### src/rtl/pipe_stall_ctrl_if.sv
// Hazard/stall handshake bundle between the hazard detection unit (master) and the
// pipeline stall controller (slave).
interface pipe_stall_ctrl_if;

  logic        stall_req;
  logic        hlt_req;
  logic        branch_taken;
  logic        pc_wen;
  logic        if_id_wen;
  logic        if_id_flush;
  logic        id_ex_bubble;
  logic        halted;
  logic [15:0] stall_cycles;

  // Hazard unit side: raises requests, observes stage enables.
  modport master (
    output stall_req,
    output hlt_req,
    output branch_taken,
    input  pc_wen,
    input  if_id_wen,
    input  if_id_flush,
    input  id_ex_bubble,
    input  halted,
    input  stall_cycles
  );

  // Controller side: consumes requests, drives stage enables.
  modport slave (
    input  stall_req,
    input  hlt_req,
    input  branch_taken,
    output pc_wen,
    output if_id_wen,
    output if_id_flush,
    output id_ex_bubble,
    output halted,
    output stall_cycles
  );

endinterface

### src/rtl/pipe_stall_ctrl.sv
// Pipeline stall controller: turns hazard/halt requests and branch resolution into
// PC / IF-ID / ID-EX enables for the 5-stage pipeline, sequences the HLT drain and
// counts stalled cycles.
module pipe_stall_ctrl #(
  parameter int unsigned DRAIN_CYCLES = 3,
  parameter int unsigned FLUSH_CYCLES = 1,
  parameter int unsigned CNT_W        = 3
) (
  input  logic              i_clk,
  input  logic              i_rst,
  pipe_stall_ctrl_if.slave  bus
);

  typedef enum logic [1:0] {
    StRun    = 2'd0,
    StFlush  = 2'd1,
    StDrain  = 2'd2,
    StHalted = 2'd3
  } state_e;

  // The branch cycle is the first flush cycle, so FLUSH holds for FLUSH_CYCLES-1 more.
  localparam logic [CNT_W-1:0] LP_FLUSH_LOAD =
      CNT_W'((FLUSH_CYCLES > 1) ? (FLUSH_CYCLES - 2) : 0);
  // Likewise the cycle HLT is first seen is the first drain cycle; with DRAIN_CYCLES==1
  // the controller goes straight to HALTED on the following edge.
  localparam logic [CNT_W-1:0] LP_DRAIN_LOAD =
      CNT_W'((DRAIN_CYCLES > 1) ? (DRAIN_CYCLES - 2) : 0);

  state_e           r_state;
  state_e           w_state_next;
  logic [CNT_W-1:0] r_cnt;
  logic [CNT_W-1:0] w_cnt_next;
  logic [15:0]      r_stall_cycles;

  logic w_pc_wen;
  logic w_if_id_wen;
  logic w_if_id_flush;
  logic w_id_ex_bubble;
  logic w_halted;
  logic w_count_en;

  // Next-state and same-cycle stage enables from state, inputs and reset.
  always_comb begin
    w_state_next   = r_state;
    w_cnt_next     = r_cnt;
    w_pc_wen       = 1'b1;
    w_if_id_wen    = 1'b1;
    w_if_id_flush  = 1'b0;
    w_id_ex_bubble = 1'b0;
    w_halted       = 1'b0;

    if (i_rst) begin
      w_pc_wen       = 1'b0;
      w_if_id_wen    = 1'b0;
      w_if_id_flush  = 1'b1;
      w_id_ex_bubble = 1'b1;
      w_state_next   = StRun;
      w_cnt_next     = '0;
    end else if ((r_state != StHalted) && bus.branch_taken) begin
      // Taken branch wins everywhere short of HALTED: PC loads the target, the wrong-path
      // instruction in IF/ID is squashed. A branch during DRAIN means the HLT was wrong path.
      w_if_id_flush  = 1'b1;
      w_id_ex_bubble = 1'b1;
      w_state_next   = (FLUSH_CYCLES == 1) ? StRun : StFlush;
      w_cnt_next     = LP_FLUSH_LOAD;
    end else begin
      case (r_state)
        StRun: begin
          if (bus.hlt_req) begin
            w_pc_wen       = 1'b0;
            w_if_id_wen    = 1'b0;
            w_id_ex_bubble = 1'b1;
            w_state_next   = (DRAIN_CYCLES == 1) ? StHalted : StDrain;
            w_cnt_next     = LP_DRAIN_LOAD;
          end else if (bus.stall_req) begin
            w_pc_wen       = 1'b0;
            w_if_id_wen    = 1'b0;
            w_id_ex_bubble = 1'b1;
          end
        end
        StFlush: begin
          // Requests seen here come from the wrong path and are ignored.
          w_if_id_flush  = 1'b1;
          w_id_ex_bubble = 1'b1;
          if (r_cnt == '0) begin
            w_state_next = StRun;
          end else begin
            w_cnt_next = r_cnt - CNT_W'(1);
          end
        end
        StDrain: begin
          w_pc_wen       = 1'b0;
          w_if_id_wen    = 1'b0;
          w_id_ex_bubble = 1'b1;
          if (r_cnt == '0) begin
            w_state_next = StHalted;
          end else begin
            w_cnt_next = r_cnt - CNT_W'(1);
          end
        end
        StHalted: begin
          w_pc_wen       = 1'b0;
          w_if_id_wen    = 1'b0;
          w_id_ex_bubble = 1'b1;
          w_halted       = 1'b1;
        end
        default: begin
          w_state_next = StRun;
          w_cnt_next   = '0;
        end
      endcase
    end
  end

  // Stalled cycles count only while not halted and not in reset; flush cycles keep pc_wen=1.
  assign w_count_en = !w_pc_wen && (r_state != StHalted) && !i_rst;

  // State and drain/flush counter register.
  always_ff @(posedge i_clk) begin
    if (i_rst) begin
      r_state <= StRun;
      r_cnt   <= '0;
    end else begin
      r_state <= w_state_next;
      r_cnt   <= w_cnt_next;
    end
  end

  // Saturating stall performance counter.
  always_ff @(posedge i_clk) begin
    if (i_rst) begin
      r_stall_cycles <= '0;
    end else if (w_count_en && (r_stall_cycles != 16'hFFFF)) begin
      r_stall_cycles <= r_stall_cycles + 16'd1;
    end
  end

  assign bus.pc_wen       = w_pc_wen;
  assign bus.if_id_wen    = w_if_id_wen;
  assign bus.if_id_flush  = w_if_id_flush;
  assign bus.id_ex_bubble = w_id_ex_bubble;
  assign bus.halted       = w_halted;
  assign bus.stall_cycles = r_stall_cycles;

endmodule

### src/flat_wrapper.sv
// flat-port wrapper written by rule: the top's interface ports become plain ports
module pipe_stall_ctrl_flat 
#(
  parameter int unsigned DRAIN_CYCLES = 3,
  parameter int unsigned FLUSH_CYCLES = 1,
  parameter int unsigned CNT_W        = 3
)
  (i_clk, i_rst, bus_stall_req, bus_hlt_req, bus_branch_taken, bus_pc_wen, bus_if_id_wen, bus_if_id_flush, bus_id_ex_bubble, bus_halted, bus_stall_cycles);
  pipe_stall_ctrl_if bus_i ();
  input  logic i_clk;
  input  logic i_rst;
  input wire logic [$bits(bus_i.stall_req)-1:0] bus_stall_req;
  input wire logic [$bits(bus_i.hlt_req)-1:0] bus_hlt_req;
  input wire logic [$bits(bus_i.branch_taken)-1:0] bus_branch_taken;
  output wire logic [$bits(bus_i.pc_wen)-1:0] bus_pc_wen;
  output wire logic [$bits(bus_i.if_id_wen)-1:0] bus_if_id_wen;
  output wire logic [$bits(bus_i.if_id_flush)-1:0] bus_if_id_flush;
  output wire logic [$bits(bus_i.id_ex_bubble)-1:0] bus_id_ex_bubble;
  output wire logic [$bits(bus_i.halted)-1:0] bus_halted;
  output wire logic [$bits(bus_i.stall_cycles)-1:0] bus_stall_cycles;
  assign bus_i.stall_req = bus_stall_req;
  assign bus_i.hlt_req = bus_hlt_req;
  assign bus_i.branch_taken = bus_branch_taken;
  assign bus_pc_wen = bus_i.pc_wen;
  assign bus_if_id_wen = bus_i.if_id_wen;
  assign bus_if_id_flush = bus_i.if_id_flush;
  assign bus_id_ex_bubble = bus_i.id_ex_bubble;
  assign bus_halted = bus_i.halted;
  assign bus_stall_cycles = bus_i.stall_cycles;
  pipe_stall_ctrl #(.DRAIN_CYCLES(DRAIN_CYCLES), .FLUSH_CYCLES(FLUSH_CYCLES), .CNT_W(CNT_W)) u_core (.i_clk(i_clk), .i_rst(i_rst), .bus(bus_i));
endmodule
### config.mk
export PLATFORM = sky130hd
export DESIGN_NAME = pipe_stall_ctrl_flat
export DESIGN_NICKNAME = d
export VERILOG_FILES = /design/src/rtl/pipe_stall_ctrl_if.sv /design/src/rtl/pipe_stall_ctrl.sv /design/src/flat_wrapper.sv
export SDC_FILE = /design/constraint.sdc
export NUM_CORES = 1
export LEC_CHECK = 0
export BUFFER_PORTS_ARGS = -buffer_cell sky130_fd_sc_hd__buf_2
export CAP_MARGIN = 20
export CORE_MARGIN = 5
export CORE_UTILIZATION = 50
export CTS_BUF_LIST = sky130_fd_sc_hd__clkbuf_4
export CTS_CLUSTER_DIAMETER = 30
export CTS_CLUSTER_SIZE = 14
export DETAILED_ROUTE_END_ITERATION = 6
export PLACE_DENSITY = 0.82
export REMOVE_ABC_BUFFERS = 1
export SLEW_MARGIN = 10
export SYNTH_ARGS = -nofsm -noshare
export SYNTH_HDL_FRONTEND = slang
export SYNTH_SLANG_ARGS = --single-unit
### constraint.sdc
create_clock -name i_clk -period 1.83 [get_ports i_clk]
set_input_delay 0.2745 -clock i_clk [delete_from_list [all_inputs] [get_ports i_clk]]
set_output_delay 0.2745 -clock i_clk [all_outputs]
set_load 0.005 [all_outputs]
# Word level (Yosys, flattened, before mapping)
# Index checks and enable logic that the tools add are counted.
# classes
n_addsub	2
mul	0
n_div	0
order_cmp	0
eq_ne	9
shift	0
mux	23
bitwise_logic	0
n_reduce_logical	16
# ops
cell	count
16-bit by 1-bit adder with 16-bit output (second input constant)	1
16-bit inequality test (second input constant)	1
1-bit 2-to-1 mux	14
2-bit 2-to-1 mux	3
3-bit 2-to-1 mux	2
2-bit inequality test (second input constant)	3
2-bit one-hot mux with 3 select lines	1
3-bit one-hot mux with 2 select lines	1
2-bit OR reduction	3
2-bit equality test (second input constant)	2
1-bit logical AND	4
2-bit by 1-bit inequality test with 1-bit output (second input constant)	2
1-bit one-hot mux with 2 select lines	2
4-bit AND reduction	1
3-bit logical NOT	1
3-bit AND reduction	1
3-bit nonzero test	1
3-bit OR reduction	1
3-bit by 1-bit subtractor with 3-bit output (second input constant)	1
2-bit by 1-bit equality test with 1-bit output (second input constant)	1
1-bit logical NOT	2
2-bit logical NOT	1
2-bit nonzero test	1
# word_totals
ff_bits	21
latchBits	0
ramBits	0
mem_bits_ro	0
in_bits	5
word_cells	53
mem_count	0

# Logic depth before layout (Yosys ltp)
# depth
depth_word	9
mapped_depth	8
mapped_depth_nobuf	7

# Worst setup path before layout
# Ideal clock, no wire load.
# synth_path
path_type	register -> register
start	register u_core.r_state[0]
end	register u_core.r_stall_cycles[9] (netlist: u_core.bus.stall_cycles[9])
t_arrival_ns	1.879
t_required_ns	1.702
slack_ns	-0.176
stages_incl_launch_ff	9
path_buffers	1
period_less_slack_ns	2.006
cell_sequence	dfxtp_1 -> inv_1 -> ha_1 -> nor3b_1 -> or3b_4 -> buf_6 -> nor4_2 -> xnor2_1 -> nor2_1
# synth_via
elab_chain_cells	9
# synth_rtl
item	line	source
start: declaration	pipe_stall_ctrl.sv:29	state_e r_state;
start signal: assignment	pipe_stall_ctrl.sv:121	r_state <= StRun;
start signal: assignment	pipe_stall_ctrl.sv:124	r_state <= w_state_next;
2-bit equality test	pipe_stall_ctrl.sv:67	case (r_state)
2-bit OR reduction (no source line)	-	
1-bit one-hot mux with 2 select lines	pipe_stall_ctrl.sv:67	
1-bit 2-to-1 mux	pipe_stall_ctrl.sv:59	end else if ((r_state != StHalted) && bus.branch_taken) begin
1-bit 2-to-1 mux	pipe_stall_ctrl.sv:52	if (i_rst) begin
1-bit logical NOT	pipe_stall_ctrl.sv:116	assign w_count_en = !w_pc_wen && (r_state != StHalted) && !i_rst;
1-bit logical AND * (2 in a row)	pipe_stall_ctrl.sv:116	
1-bit logical AND *	pipe_stall_ctrl.sv:133	end else if (w_count_en && (r_stall_cycles != 16'hFFFF)) begin
end signal: assignment	pipe_stall_ctrl.sv:134	r_stall_cycles <= r_stall_cycles + 16'd1;
end: declaration	pipe_stall_ctrl.sv:33	logic [15:0] r_stall_cycles;
# Mark *: on every way between the ends. The rest lies on a longest branch, timed or not.
# A chain may end at the register's enable or synchronous reset.

# Worst setup path in the final report
# layout_path
start	register u_core.r_state[0]
end	register u_core.r_stall_cycles[10] (netlist: u_core.bus.stall_cycles[10])
# The elaborated chain is that of the path after synthesis.

==> summary.md <==
| Metric | Value |
|---|---|
| EDFF count, synth | 0 |
| Psw | 250 uW |
| Startpoint Class | flop |
| Hold WS | 0.455 ns |
| Rows | 18 |
| Count leader, synth | nor2_1 |
| Max-Slew Margin vs Limit | 70.7% |
| CTS clk-pin slew, worst paths | 0.12 ns |
| Mapped cell area | 1240 sq um |
| DIE AREA | 3580 sq um |
| Hold path startpoint | i_rst |
| Ports | 26 |
| FF/Latch Area | 430 sq um |
| CTS tree | built |
| DP HPWL | 2390 um |
| P_int | 637 uW |
| Synth Flop Type | dfxtp_1 |
| Slew @ Worst Pin | 0.440 ns |
| Worst-path maximum fanout | 6 |
| Wire length per cell | 17.4 um |
| Clock power frac | 25.9% |
| # fillers | 160 |
| R2R Path End | u_core.bus.stall_cycles[10] |
| Core area | 2430 sq um |
| Via count | 1343 |
| Drt pass-1 iters | 4 |
| LEAKAGE | 0.000775 uW |
| Post-Route WL | 4090 um |
| Inst Count DP | 216 |
| Vias in the first global route | 1308 |
| Slew Limit Fails | 0 |
| Routability congestion estimate | 0.879 |
| Layout cells sized above 1 | 49.8% |
| Die Height | 59.8 um |
| Final cell count without fillers | 235 |
| Register area share after synthesis | 33.9% |
| Worst EP required | 2.03 ns |
| Gate power share | 21.4% |
| Reg-to-Reg Start | u_core.r_state[0] |
| CTS Root Cell | clkbuf_4 |
| Hold depth | 3 |
| First-pass GRT wire length | 5780 um |
| Hold buffers post-CTS | 0 |
| Async SR Flop Fraction | 0% |
| Largest net degree at the start of global routing | 21 |
| Avg Cell Area, Syn | 8.49 sq um |
| Total congestion overflow | 0 |
| Hold endpoint | u_core.bus.stall_cycles[2] |
| Flop pwr share | 52.7% |
| Initial antenna violation count | 0 |
| FF-to-FF path depth | 9 |
| Worst hold path class | primary input to flop |
| Final Hold Viols | 0 |
| Sink Count | 21 |
| Diodes inserted | 0 |
| Top post-synthesis cells by area | dfxtp_1 (34%), ha_1 (10%), xnor2_1 (8.5%) |
| Library cells used by synthesis | 34 |
| Num CTS Buffers | 3 |
| Nets@finish | 221 |
| Flops & latches, synth | 21 |
| Failing checks | negative setup slack |
| Drt via density | 5.71 |
| Kind of critical path | flop to flop |
| List of most frequent post-synthesis cells | nor2_1 (23), dfxtp_1 (21), nand2_1 (12), xnor2_1 (12), ha_1 (10) |
| Crit path time final | 1.95 ns |
| Clock Skews | 0.00608 ns |
| DRC viols | 0 |
| Synthesized instance count | 146 |
| Number of max-cap violations | 0 |
| Final period util | 106% |
| Worst skew pair latency | 0.31 ns |
| Final setup viols | 12 |
| Unrepaired setup endpoints after global routing | yes |
| Die X | 59.8 um |
| Final ANT Viol Nets | 0 |
| CP Capture Type | flop |
| Clk buf depth | 2 |
| CP arrival | 2.15 ns |
| Status | finished, violations left |
| Reg2Reg Setup Slack | -0.12 ns |
| IO buf count | 25 |
| H-Tree Depth | 1 |
| Final WS setup | -0.118 ns |
| Max IR drop VDD | 0.608 mV |
| Initial Util | 51.0% |
| Initial drt markers | 62 |
| Fmax | 0.513 GHz |
| Area fraction of the dominant cell type after synthesis | 33.9% |
| Multi-input gate area | 987 sq um |
| GRT Util Overall | 21.4% |
| Pwr Density | 467 nW/um^2 |
| Area leader, netlist | dfxtp_1 |
| Net switching fraction of the power | 28.2% |
| Yosys warning total | 0 |
| Area growth syn-to-layout | 53.0% |
## critical path, stage by stage, from the launching register on
cell      delay (ns)
dfxtp_2         0.36
inv_2           0.09
buf_6           0.11
ha_4            0.13
nor3_4          0.05
buf_4           0.13
or3b_4          0.45
and4bb_2        0.33
xnor2_1         0.13
nor2_1          0.06
## worst max path at each step
stage	start	to	slack, ns	depth (start not counted)
after floorplan	u_core.bus.stall_cycles[0]	u_core.bus.stall_cycles[15]	-0.70	6
after global placement	u_core.r_state[0]	u_core.bus.stall_cycles[12]	-0.12	7
after detailed placement	u_core.r_state[0]	u_core.bus.stall_cycles[12]	-0.18	7
after CTS	u_core.r_state[0]	bus_if_id_wen	-0.08	7
after global routing	u_core.r_state[0]	u_core.bus.stall_cycles[9]	-0.17	7
final	u_core.r_state[0]	u_core.bus.stall_cycles[10]	-0.12	9
## what timing repair did
action | 4_1_cts | 5_1_grt
gates cloned | 1 | 0
buffers inserted | 10 | 4
resized for setup | 23 | 28
setup endpoints to repair | 19 | 23
hold endpoints to repair | 0 | 0
pin swaps | 10 | 20
## sequential cells by signal (all words and copies together), names as in the netlist
signal / cells
u_core.bus.stall_cycles: 16
u_core.r_cnt: 3
u_core.r_state: 2
## cell usage in the layout (no fill, tap or decap), types with 2 or more instances in the layout
cell type	n
nor3_1	2
inv_1	4
xor2_1	2
buf_2	25
mux2i_1	2
ha_4	2
nand4_1	7
nor2_1	20
a21oi_1	4
dfxtp_1	15
clkbuf_4	3
nand2_1	12
or2_2	2
dfxtp_2	5
ha_1	7
nor3_4	4
nand3_1	5
buf_4	31
nor3b_4	2
nand2b_1	3
buf_6	3
nor2_4	2
nor4_4	5
xnor2_1	11
or3b_4	2
inv_2	2
nor2b_1	2
## power groups by stage
stage	registers, uW	clock network (uW)	logic (uW)
after floorplan	480	0	55.5
after global placement	477	0	104
after detailed placement	477	0	111
after CTS	468	235	152
after global routing	468	255	204
final	467	230	190
## kinds of logic after synthesis
family,after synthesis,synth area share (%)
buffers and inverters,11,4.34
adders and majority gates,10,10.1
AOI/OAI and AO/OA,10,4.64
and+or+nand+nor,78,35.5
muxes,2,1.61
xor gates and xnor gates,14,9.89
DFF,21,33.9
## area by class of cell
cell class	instances	share of cell area [%]
repair buffers	59	20.6
multi-input cells	115	52.0
clock inverters	1	0.264
clock buffers	3	1.19
flip-flops and latches	21	22.7
well taps	30	1.98
inverters	6	1.19
## layer usage
metal	global-route usage (%)	routed length, um
met1	23.4	1560
met2	38.9	2220
met3	4.32	219
met4	10.4	80
met5	0	0
## stage by stage
step | utilization (%) | setup TNS, ns | total power (uW) | worst slack, ns | area, sq um
floorplan | - | -7.17 | 535 | -0.700 | 1210
global placement | 62.8 | -0.373 | 581 | -0.116 | 1530
detailed placement | 62.8 | -1.34 | 588 | -0.175 | 1530
CTS | 71.5 | -0.561 | 855 | -0.0778 | 1740
global route | 78.0 | -1.63 | 927 | -0.174 | 1900
finish | 78.0 | -0.642 | 887 | -0.118 | 1900
No activity file was read; power rests on OpenSTA's default activity.
